==> config.mk <==
export PLATFORM = sky130hd
export DESIGN_NAME = acq_timebase_ctrl
export DESIGN_NICKNAME = d
export VERILOG_FILES = /design/src/rtl/scope_pkg.sv /design/src/rtl/sample_tick_gen.sv /design/src/rtl/acq_timebase_ctrl.sv
export SDC_FILE = /design/constraint.sdc
export NUM_CORES = 1
export LEC_CHECK = 0
export BUFFER_PORTS_ARGS = -buffer_cell sky130_fd_sc_hd__buf_2
export CORE_ASPECT_RATIO = 0.75
export CORE_MARGIN = 2
export CORE_UTILIZATION = 60
export CTS_BUF_LIST = sky130_fd_sc_hd__clkbuf_8
export DETAILED_ROUTE_END_ITERATION = 7
export GPL_ROUTABILITY_DRIVEN = 0
export PLACE_DENSITY = 0.9
export SYNTH_ARGS = -nofsm -noshare
export SYNTH_HDL_FRONTEND = slang
export SYNTH_HIERARCHICAL = 1
export SYNTH_SLANG_ARGS = --single-unit
==> constraint.sdc <==
create_clock -name clk -period 4.5 [get_ports clk]
set_input_delay 0.45 -clock clk [delete_from_list [all_inputs] [get_ports clk]]
set_output_delay 0.45 -clock clk [all_outputs]
set_load 0.1 [all_outputs]
==> src/rtl/scope_pkg.sv <==
// -----------------------------------------------------------------------------
// scope_pkg
// Shared definitions for the oscilloscope acquisition path.
//   acq_state_t : acquisition sequencer states
//   TB_SEL_MAX  : highest valid timebase select code
//   DIV_TABLE   : clock divisor per timebase select code (1-2-5 sequence)
//   div_lookup  : timebase select -> divisor, clamping codes above TB_SEL_MAX
// -----------------------------------------------------------------------------
package scope_pkg;

    typedef enum logic [2:0] {
        ST_IDLE      = 3'd0,
        ST_PRE       = 3'd1,
        ST_WAIT_TRIG = 3'd2,
        ST_POST      = 3'd3,
        ST_DONE      = 3'd4
    } acq_state_t;

    localparam int TB_SEL_MAX = 11;

    // Index 0 is the fastest timebase (one sample per system clock).
    localparam logic [0:TB_SEL_MAX][15:0] DIV_TABLE = '{
        16'd1,    16'd2,    16'd5,
        16'd10,   16'd20,   16'd50,
        16'd100,  16'd200,  16'd500,
        16'd1000, 16'd2000, 16'd5000
    };

    // Unused select codes fall back to the slowest timebase.
    function automatic logic [15:0] div_lookup(input logic [3:0] sel);
        logic [15:0] div;
        if (int'(sel) > TB_SEL_MAX) begin
            div = DIV_TABLE[TB_SEL_MAX];
        end else begin
            div = DIV_TABLE[sel];
        end
        return div;
    endfunction

endpackage

==> src/rtl/sample_tick_gen.sv <==
// -----------------------------------------------------------------------------
// sample_tick_gen
// Programmable divider producing the raw sample tick.
// The count runs 0..div-1 and wraps; tick is high while count = div-1, so
// div = 1 yields a tick on every cycle.
// Ports:
//   clk  in  1      : system clock
//   rst  in  1      : synchronous active-high reset (count -> 0)
//   clr  in  1      : synchronous restart of the count at 0
//   div  in  DIV_W  : divisor, must be >= 1
//   tick out 1      : one-cycle strobe at count = div-1
// -----------------------------------------------------------------------------
module sample_tick_gen #(
    parameter int DIV_W = 16
) (
    input  logic             clk,
    input  logic             rst,
    input  logic             clr,
    input  logic [DIV_W-1:0] div,
    output logic             tick
);

    logic [DIV_W-1:0] count;
    logic [DIV_W-1:0] last;

    assign last = div - DIV_W'(1);
    assign tick = (count == last);

    always_ff @(posedge clk) begin
        if (rst || clr) begin
            count <= '0;
        end else if (count >= last) begin
            // ">=" rather than "==" keeps the counter from running off if it
            // ever sits above the terminal value.
            count <= '0;
        end else begin
            count <= count + DIV_W'(1);
        end
    end

endmodule

==> src/rtl/acq_timebase_ctrl.sv <==
// -----------------------------------------------------------------------------
// acq_timebase_ctrl
// Acquisition sequencer for the scope capture path. Generates the sample
// strobe from the selected timebase, runs IDLE -> PRE -> WAIT_TRIG -> POST ->
// DONE and writes samples into the capture RAM as a circular buffer.
// Requires ADDR_W >= 2 so that the post-trigger segment is non-empty.
// Ports:
//   clk        in  1       : system clock
//   rst        in  1       : synchronous active-high reset, aborts acquisition
//   tb_sel     in  4       : timebase select, latched on accepted arm
//   arm        in  1       : start acquisition (IDLE or DONE only)
//   force_trig in  1       : force a trigger while waiting for one
//   trig_rise  in  1       : 1 = rising edge trigger, 0 = falling edge
//   trig_level in  DATA_W  : unsigned trigger threshold
//   adc_data   in  DATA_W  : current ADC sample
//   ack        in  1       : display finished reading the buffer (DONE only)
//   sample_en  out 1       : sample strobe, only while busy
//   wr_en      out 1       : capture RAM write enable
//   wr_addr    out ADDR_W  : capture RAM write address
//   wr_data    out DATA_W  : capture RAM write data
//   trig_addr  out ADDR_W  : address of the trigger sample, valid with done
//   busy       out 1       : PRE, WAIT_TRIG or POST
//   done       out 1       : buffer complete, waiting for ack or re-arm
// -----------------------------------------------------------------------------
module acq_timebase_ctrl
    import scope_pkg::*;
#(
    parameter int ADDR_W = 10,
    parameter int DATA_W = 8,
    parameter int DIV_W  = 16
) (
    input  logic              clk,
    input  logic              rst,
    input  logic [3:0]        tb_sel,
    input  logic              arm,
    input  logic              force_trig,
    input  logic              trig_rise,
    input  logic [DATA_W-1:0] trig_level,
    input  logic [DATA_W-1:0] adc_data,
    input  logic              ack,
    output logic              sample_en,
    output logic              wr_en,
    output logic [ADDR_W-1:0] wr_addr,
    output logic [DATA_W-1:0] wr_data,
    output logic [ADDR_W-1:0] trig_addr,
    output logic              busy,
    output logic              done
);

    localparam int HALF = 1 << (ADDR_W - 1);
    // Segment counters count samples taken in the current state; these are
    // the values on the final sample of each segment.
    localparam logic [ADDR_W-1:0] PRE_LAST  = ADDR_W'(HALF - 1);
    localparam logic [ADDR_W-1:0] POST_LAST = ADDR_W'(HALF - 2);

    acq_state_t        state;
    logic [DIV_W-1:0]  div_q;
    logic [ADDR_W-1:0] waddr;
    logic [ADDR_W-1:0] seg_cnt;
    logic [DATA_W-1:0] prev_smp;
    logic              force_pend;
    logic              tick;
    logic              arm_ok;
    logic              in_busy;
    logic              lvl_hit;
    logic              trig_hit;

    // Arm is only accepted from IDLE or DONE; it restarts the divider so the
    // first strobe lands exactly D cycles after the arm.
    assign arm_ok  = arm && ((state == ST_IDLE) || (state == ST_DONE));
    assign in_busy = (state == ST_PRE) || (state == ST_WAIT_TRIG) || (state == ST_POST);

    sample_tick_gen #(
        .DIV_W (DIV_W)
    ) u_tick (
        .clk  (clk),
        .rst  (rst),
        .clr  (arm_ok),
        .div  (div_q),
        .tick (tick)
    );

    assign sample_en = tick && in_busy;

    // Edge detection compares the current sample against the one before it;
    // prev_smp is carried over from PRE so the first WAIT_TRIG sample can
    // already trigger. A force seen in this very cycle also counts.
    always_comb begin
        lvl_hit = 1'b0;
        if (trig_rise) begin
            lvl_hit = (prev_smp < trig_level) && (adc_data >= trig_level);
        end else begin
            lvl_hit = (prev_smp > trig_level) && (adc_data <= trig_level);
        end
        trig_hit = lvl_hit || force_pend || force_trig;
    end

    always_ff @(posedge clk) begin
        if (rst) begin
            state      <= ST_IDLE;
            div_q      <= DIV_W'(1);
            waddr      <= '0;
            seg_cnt    <= '0;
            prev_smp   <= '0;
            force_pend <= 1'b0;
            wr_en      <= 1'b0;
            wr_addr    <= '0;
            wr_data    <= '0;
            trig_addr  <= '0;
            busy       <= 1'b0;
            done       <= 1'b0;
        end else begin
            // Sample stage -> RAM write stage
            wr_en <= sample_en;
            if (sample_en) begin
                wr_addr  <= waddr;
                wr_data  <= adc_data;
                waddr    <= waddr + ADDR_W'(1);
                prev_smp <= adc_data;
            end

            if (arm_ok) begin
                div_q      <= DIV_W'(div_lookup(tb_sel));
                waddr      <= '0;
                seg_cnt    <= '0;
                force_pend <= 1'b0;
            end

            case (state)
                ST_IDLE: begin
                    if (arm) begin
                        state <= ST_PRE;
                        busy  <= 1'b1;
                    end
                end

                ST_PRE: begin
                    if (sample_en) begin
                        if (seg_cnt == PRE_LAST) begin
                            state   <= ST_WAIT_TRIG;
                            seg_cnt <= '0;
                        end else begin
                            seg_cnt <= seg_cnt + ADDR_W'(1);
                        end
                    end
                end

                ST_WAIT_TRIG: begin
                    if (sample_en) begin
                        force_pend <= 1'b0;
                        if (trig_hit) begin
                            trig_addr <= waddr;
                            state     <= ST_POST;
                            seg_cnt   <= '0;
                        end
                    end else if (force_trig) begin
                        // Remember a force between strobes for the next sample.
                        force_pend <= 1'b1;
                    end
                end

                ST_POST: begin
                    if (sample_en) begin
                        if (seg_cnt == POST_LAST) begin
                            state <= ST_DONE;
                            busy  <= 1'b0;
                            done  <= 1'b1;
                        end else begin
                            seg_cnt <= seg_cnt + ADDR_W'(1);
                        end
                    end
                end

                ST_DONE: begin
                    // Re-arm takes priority over ack.
                    if (arm) begin
                        state <= ST_PRE;
                        busy  <= 1'b1;
                        done  <= 1'b0;
                    end else if (ack) begin
                        state <= ST_IDLE;
                        done  <= 1'b0;
                    end
                end

                default: begin
                    state <= ST_IDLE;
                    busy  <= 1'b0;
                    done  <= 1'b0;
                end
            endcase
        end
    end

endmodule
Word-level counts from Yosys, hierarchy flattened. Memories as Yosys holds them, arrays and structs flattened. Index checks and enable logic that the tools add are counted. W data, S select, Z words.

Add/sub/neg operators: 4. Magnitude comparators: 7. Equality and inequality tests: 16. Multiplexer cells: 35. Bitwise logic cells: 3. Reductions and logical operators: 20.

Operators with widths (count): $mux W10 (7); $mux W16 (3); $pmux W10 S3 (1); $mux W3 (9); $add A10 B1 Y10 const B (2); $eq A10 B9 Y1 const B (2); $add A16 B1 Y16 const B (1); $eq A16 B16 Y1 (1); $ge A16 B16 Y1 (1); $sub A16 B1 Y16 const B (1); $pmux W3 S5 (1); $mux W1 (12); $ne A2 B2 Y1 const B (5); $ge A8 B8 Y1 (1); $gt A8 B8 Y1 (1); $le A8 B8 Y1 (1); $lt A8 B8 Y1 (1); $reduce_and A4 Y1 (2); $reduce_and A8 Y1 (1); $reduce_or A2 Y1 (4); $eq A3 B2 Y1 const B (2); $logic_or A1 B1 Y1 (6); $ne A2 B1 Y1 const B (3); $pmux W1 S3 (2); other kinds (11) (15).

Bits in registers: 87. Bits in read-only memories: 256. Input port bits: 26. Logic and storage cells: 98. Memories: 1.

Memories: (name not given) (words 16, bits a word 16, read ports 1, clocked after memory_dff 0, write ports 0, line scope_pkg.sv:35) `div = DIV_TABLE[sel];`.

Depth between registers and ports, before layout. Gate-level depths: netlist (run 1).

Depth in word-level cells: 8. Depth in mapped cells: 17.

Cells and area by module. Netlist (run 1), hierarchy kept.

Modules (own cells, without submodules): acq_timebase_ctrl (times used 1, cells each 450, area each 3631.0 um^2); sample_tick_gen (times used 1, cells each 147, area each 1248.7 um^2).

Worst setup path before layout (run 1). No wires, ideal clock.

Kind: reg-to-output. From: reg div_q[5]. To: out sample_en. Arrival time: 3.949 ns. Data required time: 4.050 ns. Slack: 0.101 ns. Stages on the path, launching flop included: 12. Buffers on the path: 1. Cell sequence: dfxtp_1 -> or4_4 -> or4_4 -> nor3b_2 -> xnor2_1 -> ha_1 -> nand4_1 -> or2_2 -> nor3_1 -> nand2_2 -> inv_2 -> clkbuf_1.

Longest elaborated chain between the ends: 3.

RTL lines: start: declaration (line acq_timebase_ctrl.sv:57) `logic [DIV_W-1:0] div_q;`; start signal: assignment (line acq_timebase_ctrl.sv:123) `div_q <= DIV_W'(div_lookup(tb_sel));`; $sub A16 B1 Y16 (line sample_tick_gen.sv:26) `assign last = div - DIV_W'(1);`; $eq A16 B16 Y1 (line sample_tick_gen.sv:27) `assign tick = (count == last);`; named net tick (line acq_timebase_ctrl.sv:62) `logic tick;`; $logic_and A1 B1 Y1 (line acq_timebase_ctrl.sv:83) `assign sample_en = tick && in_busy;`; end: declaration (line acq_timebase_ctrl.sv:41) `output logic sample_en,`.

The timed path passes the listed nets, and every way through them passes these cells.

Worst setup path in the final report (run 1). Ends and elaborated chain as after synthesis.

==> results of run 1 <==
## per-layer routing
| layer | vias up | GRT usage, % | wire, um |
|---|---|---|---|
| li1 | 2187 | - | - |
| met1 | 2143 | 35.3 | 5320 |
| met2 | 233 | 46.3 | 5430 |
| met3 | 42 | 6.04 | 965 |
| met4 | 0 | 8.97 | 248 |
| met5 | - | 0 | 0 |
## cell usage in the layout, fill, tap and decap left out, types with 3 or more instances in the layout
cell	n
a211oi_1	6
a21o_1	5
a21oi_1	48
a31oi_1	11
and2_1	3
and3_1	9
buf_2	56
buf_4	4
clkbuf_8	9
conb_1	9
dfxtp_1	83
ha_1	41
inv_1	31
mux2i_1	13
nand2_1	65
nand2b_1	23
nand3_1	16
nand4_1	17
nor2_1	55
nor2b_1	7
nor3_1	16
nor4_1	3
o211ai_1	5
o21a_1	3
o21ai_0	13
o21ai_1	5
o221ai_1	3
o22ai_1	3
or3_1	5
xnor2_1	19
xor2_1	19
## report_power, final
group	internal [mW]	total [mW]	switching, mW
clock network	0.265	0.571	0.306
logic	0.156	0.428	0.272
registers	0.761	0.801	0.0405
## state kept, by name (all words and copies together) (netlist names)
name,flops
trig_addr,10
waddr,10
state,3
done,1
wr_addr,10
u_tick/count,16
div_q,12
seg_cnt,10
prev_smp,8
wr_en,1
force_pend,1
busy,1
## final timing paths
path / end / slack, ns
hold / removal: prev_smp[2]$_SDFFE_PP0P_ / 0.33
setup reg to reg: trig_addr[8]$_SDFFE_PP0P_ / 0.28
setup / recovery: sample_en / 0.20
hold reg to reg: wr_addr[9]$_SDFFE_PP0P_ / 0.46
## critical path: cells and delay by family (launching register included)
| kind | cells | cell delay, ns |
|---|---|---|
| xor gates and xnor gates | 1 | 0.09 |
| DFF | 1 | 0.37 |
| buffers and inverters | 3 | 0.66 |
| adders and majority gates | 1 | 0.32 |
| and+or+nand+nor | 7 | 2.03 |
## timing repair
action / in CTS / in global routing
setup endpoints to repair: 0 / 1
hold buffers: 0 / 0
gates resized for setup: 0 / 2
## final cells by class
type / instances / area [um2]
clock inverters: 7 / 82.6
repair buffers: 61 / 330
well taps: 105 / 131
clock buffers: 9 / 124
multi-input cells: 463 / 3020
inverters: 33 / 125
fillers: 591 / 2410
flip-flops and latches: 83 / 1660
## cell families after synthesis
| family | Yosys count |
|---|---|
| compound gates | 124 |
| xor+xnor | 38 |
| fa+ha+maj | 41 |
| buf+inv | 59 |
| flops | 83 |
| mux | 15 |
| other cells | 1 |
| simple gates | 236 |
## stage by stage
stage	util (%)	instances
2_1_floorplan	-	605
3_3_place_gp	66.7	745
3_5_place_dp	66.7	745
4_1_cts	69.3	761
5_1_grt	69.4	761
6_report	69.4	761
==> flow_metrics.py, run 1 <==
metrics = {
    "synthesis": {
        "synth_top_cell_area_share_pct": 34.1,
        "synthXorXnorAreaFrac_pct": 6.82,
        "syn_avg_cell_area_um2": 8.17,
        "synth_top_cells_by_count": "dfxtp_1 (83), nand2_1 (65), nor2_1 (55)",
        "synthSimpleGateAreaFrac_pct": 24.2,
        "ys_async_sr_fraction_pct": 0,
        "synth_area_leader_cell": "dfxtp_1",
        "netlist_area_um2": 4880,
        "synth_edf_count": 0,
        "synthMuxAreaShare_pct": 3.13,
        "netlist_instances": 597,
        "yosys_warnings": 6,
        "synth-main-ff-cell": "dfxtp_1",
        "yosysSeqAreaShare_pct": 34.1,
        "synth.area.top_cells": "dfxtp_1 (34%), ha_1 (11%), nand2_1 (5.0%)",
        "yosysUniqueCellTypes": 65,
        "synthAdderAreaFrac_pct": 10.5,
        "ys_ff_latch": 83,
        "synth_top_family_by_area": "simple AND/OR/NAND/NOR gates",
        "synth_compound_area_share_pct": 16.4,
        "synth.most_common_cell": "dfxtp_1",
    },
    "worst_setup_path": {
        "r2r_start": "div_q[5]$_SDFFE_PP0P_",
        "end_kind": "output port",
        "critPathMaxStageDelay_ns": 0.57,
        "cp_max_fo": 15,
        "critPathSlowestCell": "or4_4",
        "critical_path_class": "reg -> out",
        "cp_common_cell": "or4_4",
        "crit_path_start": "div_q[5]$_SDFFE_PP0P_",
        "rr_worst_depth": 13,
        "start_kind": "register",
        "required_ns": 4.05,
        "arrival_ns": 3.85,
        "path_cells": "or4_4 > or4_4 > nor3b_2 > xnor2_1 > ha_1 > nand4_1 > or2_2 > nor3_1 > buf_4 > nand2_2 > clkinv_2 > buf_12",
    },
    "routing": {
        "vias_per_cell": 6.05,
        "wirelength_um": 12000,
        "drt_iter0_markers": 346,
        "drtPass1Iterations": 6,
        "wire_per_inst_um": 15.7,
        "vias": 4605,
        "ant_nets": 0,
        "drc": 0,
    },
    "timing": {
        "clock_skew_ns": 0.0138,
        "max_freq_mhz": 232,
        "finalHoldViolations": 0,
        "setup_viol": 0,
        "fin_crit_ns": 4.30,
        "relSlewSlack_pct": 58.4,
        "finalCritPeriodShare_pct": 95.6,
        "fin_ws_ns": 0.197,
        "grt_setup_unrepaired": "false",
        "finalSetupTns_ns": 0,
        "worst_pin_slew_ns": 0.624,
        "final-max-slew-violation-count": 0,
        "holdWs_ns": 0.331,
    },
    "layout": {
        "drive_gt1_share_pct": 14.6,
        "finish.net_count": 718,
        "area_growth_pct": 12.2,
        "insertedDiodeCount": 0,
        "design_area_um2": 5470,
    },
    "grt": {
        "grt_usage_pct": 27.4,
        "grt_pass1_vias": 4257,
        "grt_max_degree": 63,
        "grt_pass1_wl_um": 19500,
        "antenna_found_initial": 0,
        "grt-ovfl-total": 0,
    },
    "cts": {
        "worstSkewPairLatency_ns": 0.37,
        "cts_root_buf": "clkbuf_8",
        "cts_tree": "yes",
        "htreeDepth": 3,
        "clkTransAtPathRegs_ns": 0.10,
        "clockBufferDepth": 2,
        "post_cts_buffers": 0,
        "numCtsBuffers": 9,
        "clock_sinks": 83,
    },
    "placement": {
        "dpl_cell_area_um2": 5260,
        "portBuffers": 57,
        "hpwl_um": 8840,
        "dp_slack_ns": 0.476,
    },
    "floorplanning": {
        "start_util_pct": 61.9,
        "die_h_um": 82.1,
        "num_rows": 28,
        "coreArea_um2": 7880,
        "boundaryPins": 58,
        "die-area_um2": 8880,
        "die_x_um": 108,
    },
    "status": {
        "status": "finished clean",
    },
    "run": {
        "drv_cap": 0,
    },
    "min_path": {
        "whs_path_depth": 3,
        "hold_class": "in -> reg",
        "hp-start": "adc_data[2]",
    },
    "power_and_ir_drop": {
        "powerDensity_nw_per_um2": 329,
        "leakage_nw": 2.24,
        "max-vdd-ir-drop_uv": 263,
        "p_total_mw": 1.80,
    },
}
Note: power is estimated with default switching activity, not from simulation.
==> inputs of run 2 (changes only) <==
--- a/config.mk
+++ b/config.mk
@@ -13,6 +13,7 @@
 export DETAILED_ROUTE_END_ITERATION = 7
 export GPL_ROUTABILITY_DRIVEN = 0
 export PLACE_DENSITY = 0.9
+export SETUP_SLACK_MARGIN = 0.5
 export SYNTH_ARGS = -nofsm -noshare
 export SYNTH_HDL_FRONTEND = slang
 export SYNTH_HIERARCHICAL = 1
==> run 2 against run 1 <==
Total power increased by 1.1%. Routed wire length increased by 7.8%. Die area unchanged. Sequential cell count is the same. Register-to-register slack better by 0.16 ns. Maximum frequency rose by 5.9%. First-iteration DRC count is 38% higher. Sequential share of layout area fell by 0.96 points. Largest cell class unchanged.
==> flow_metrics.py, run 2 (synthesized netlist as in run 1, its figures left out) <==
metrics = {
    "routing": {
        "vias": 4718,
        "drt_iter0_markers": 477,
        "wire_per_inst_um": 16.6,
        "wirelength_um": 12900,
        "drc": 0,
        "ant_nets": 0,
        "drtPass1Iterations": 7,
        "vias_per_cell": 6.06,
    },
    "worst_setup_path": {
        "critPathSlowestCell": "or4_4",
        "critPathMaxStageDelay_ns": 0.54,
        "end_kind": "register",
        "start_kind": "register",
        "arrival_ns": 4.28,
        "path_cells": "or4_4 > or4_4 > nor3b_2 > xnor2_1 > ha_1 > nand4_1 > or2_4 > nor3_2 > buf_4 > a21oi_2 > nor2_2 > nor2_2 > a311o_2 > a2bb2oi_4 > o22ai_1",
        "critical_path_class": "reg -> reg",
        "required_ns": 4.72,
        "cp_max_fo": 5,
    },
    "layout": {
        "final_common_cell": "dfxtp_1",
        "drive_gt1_share_pct": 18.4,
        "fill_cells": 554,
        "mostFrequentLayoutCells": "dfxtp_1 (81), nand2_1 (65), buf_2 (56)",
        "regArea_um2": 1670,
        "largest_register": "u_tick/count",
        "fin_cells": 778,
        "largestRegisters": "u_tick/count: 16 flops, div_q: 12 flops",
        "final_core_util_pct": 72.0,
        "multi_input_area_um2": 3100,
        "insertedDiodeCount": 0,
        "area_growth_pct": 16.4,
        "finish.net_count": 735,
        "largest_register_ffs": 16,
    },
    "timing": {
        "grt_setup_unrepaired": "true",
        "fin_crit_ns": 4.06,
        "finalSetupTns_ns": 0,
        "clock_skew_ns": 0.00917,
        "worst_pin_slew_ns": 1.07,
        "finalHoldViolations": 0,
        "holdWs_ns": 0.327,
        "max_freq_mhz": 246,
        "finalCritPeriodShare_pct": 90.3,
        "relSlewSlack_pct": 28.9,
        "final-max-slew-violation-count": 0,
        "setup_viol": 0,
    },
    "floorplanning": {
        "start_util_pct": 61.9,
        "die-area_um2": 8880,
        "num_rows": 28,
        "die_h_um": 82.1,
        "boundaryPins": 58,
        "coreArea_um2": 7880,
        "die_x_um": 108,
    },
    "placement": {
        "place_inst": 744,
        "hpwl_um": 8800,
        "portBuffers": 57,
    },
    "min_path": {
        "hold_class": "in -> reg",
    },
    "grt": {
        "grt_max_degree": 64,
        "grt_pass1_wl_um": 19600,
        "grt_usage_pct": 27.9,
        "grt-ovfl-total": 0,
        "antenna_found_initial": 0,
        "grt_pass1_vias": 4206,
    },
    "cts": {
        "cts_tree": "yes",
        "cts_root_buf": "clkbuf_8",
        "postCtsHoldBufs": 0,
        "numCtsBuffers": 9,
        "htreeDepth": 3,
        "worstSkewPairLatency_ns": 0.38,
        "clockBufferDepth": 2,
        "clock_sinks": 83,
        "clkTransAtPathRegs_ns": 0.10,
    },
    "power_and_ir_drop": {
        "power_frac_seq_pct": 44.2,
        "p_sw_share_pct": 36.4,
        "clockPowerShare_pct": 29.4,
        "leakage_nw": 2.34,
        "internal_power_mw": 1.16,
        "p_comb_share_pct": 26.4,
        "netSwitchingPower_uw": 662,
        "max-vdd-ir-drop_uv": 220,
        "p_total_mw": 1.82,
        "powerDensity_nw_per_um2": 321,
    },
    "status": {
        "status": "finished clean",
    },
    "run": {
        "drv_cap": 0,
    },
}
[run 2: power by group through the flow]
stage | clock [mW] | sequential, mW | combinational (mW)
3_5_place_dp | 0 | 0.816 | 0.413
4_1_cts | 0.533 | 0.800 | 0.426
5_1_grt | 0.565 | 0.810 | 0.523
6_report | 0.535 | 0.805 | 0.480
2_1_floorplan | 0 | 0.819 | 0.311
3_3_place_gp | 0 | 0.813 | 0.392
[run 2: area by class of cell]
| class | count | share of cell area (%) |
|---|---|---|
| well taps | 105 | 2.31 |
| clock buffers | 9 | 2.18 |
| flip-flops and latches | 83 | 29.4 |
| repair buffers | 77 | 8.07 |
| clock inverters | 7 | 1.12 |
| multi-input cells | 464 | 54.6 |
| inverters | 33 | 2.27 |
[run 2: per-layer routing]
metal	vias to the layer above	global-route usage (%)	share of wire [%]
met5	-	0	0
met2	246	47.1	46
met3	31	6.67	8.7
li1	2232	-	-
met4	0	8.72	2.0
met1	2209	35.7	43
[run 2: path summary, 6_finish.rpt]
check | endpoint | cells after the start | slack (ns) | startpoint
worst max-delay path | seg_cnt[6]$_SDFF_PP0_ | 15 | 0.44 | div_q[6]$_SDFFE_PP0P_
worst min-delay path | prev_smp[3]$_SDFFE_PP0P_ | 3 | 0.33 | adc_data[3]
worst min register to register | wr_addr[6]$_SDFFE_PP0P_ | 2 | 0.46 | wr_addr[6]$_SDFFE_PP0P_
worst max register to register | seg_cnt[6]$_SDFF_PP0_ | 15 | 0.44 | div_q[6]$_SDFFE_PP0P_
[run 2: worst max-delay path, delay by kind of cell (launching register included)]
family	cells	cell delay, ns
AND/OR/NAND/NOR	8	2.10
AO/OA/AOI/OAI	4	0.84
XOR/XNOR	1	0.10
buffers and inverters	1	0.18
adder cells (fa/ha/maj)	1	0.30
flip-flops	1	0.37
[run 2: timing repair]
item | 4_1_cts | 5_1_grt
endpoints found under the setup margin | 23 | 29
gates resized for setup | 6 | 18
gates cloned | 1 | 0
buffers inserted | 6 | 11
pin swaps | 3 | 16
[run 2: through the flow]
| stage | cell area [um2] | setup slack [ns] |
|---|---|---|
| global placement | 5250 | 0.609 |
| finish | 5680 | 0.439 |
| floorplan | 4910 | 0.593 |
| CTS | 5520 | 0.500 |
| detailed placement | 5250 | 0.407 |
| global route | 5680 | 0.337 |
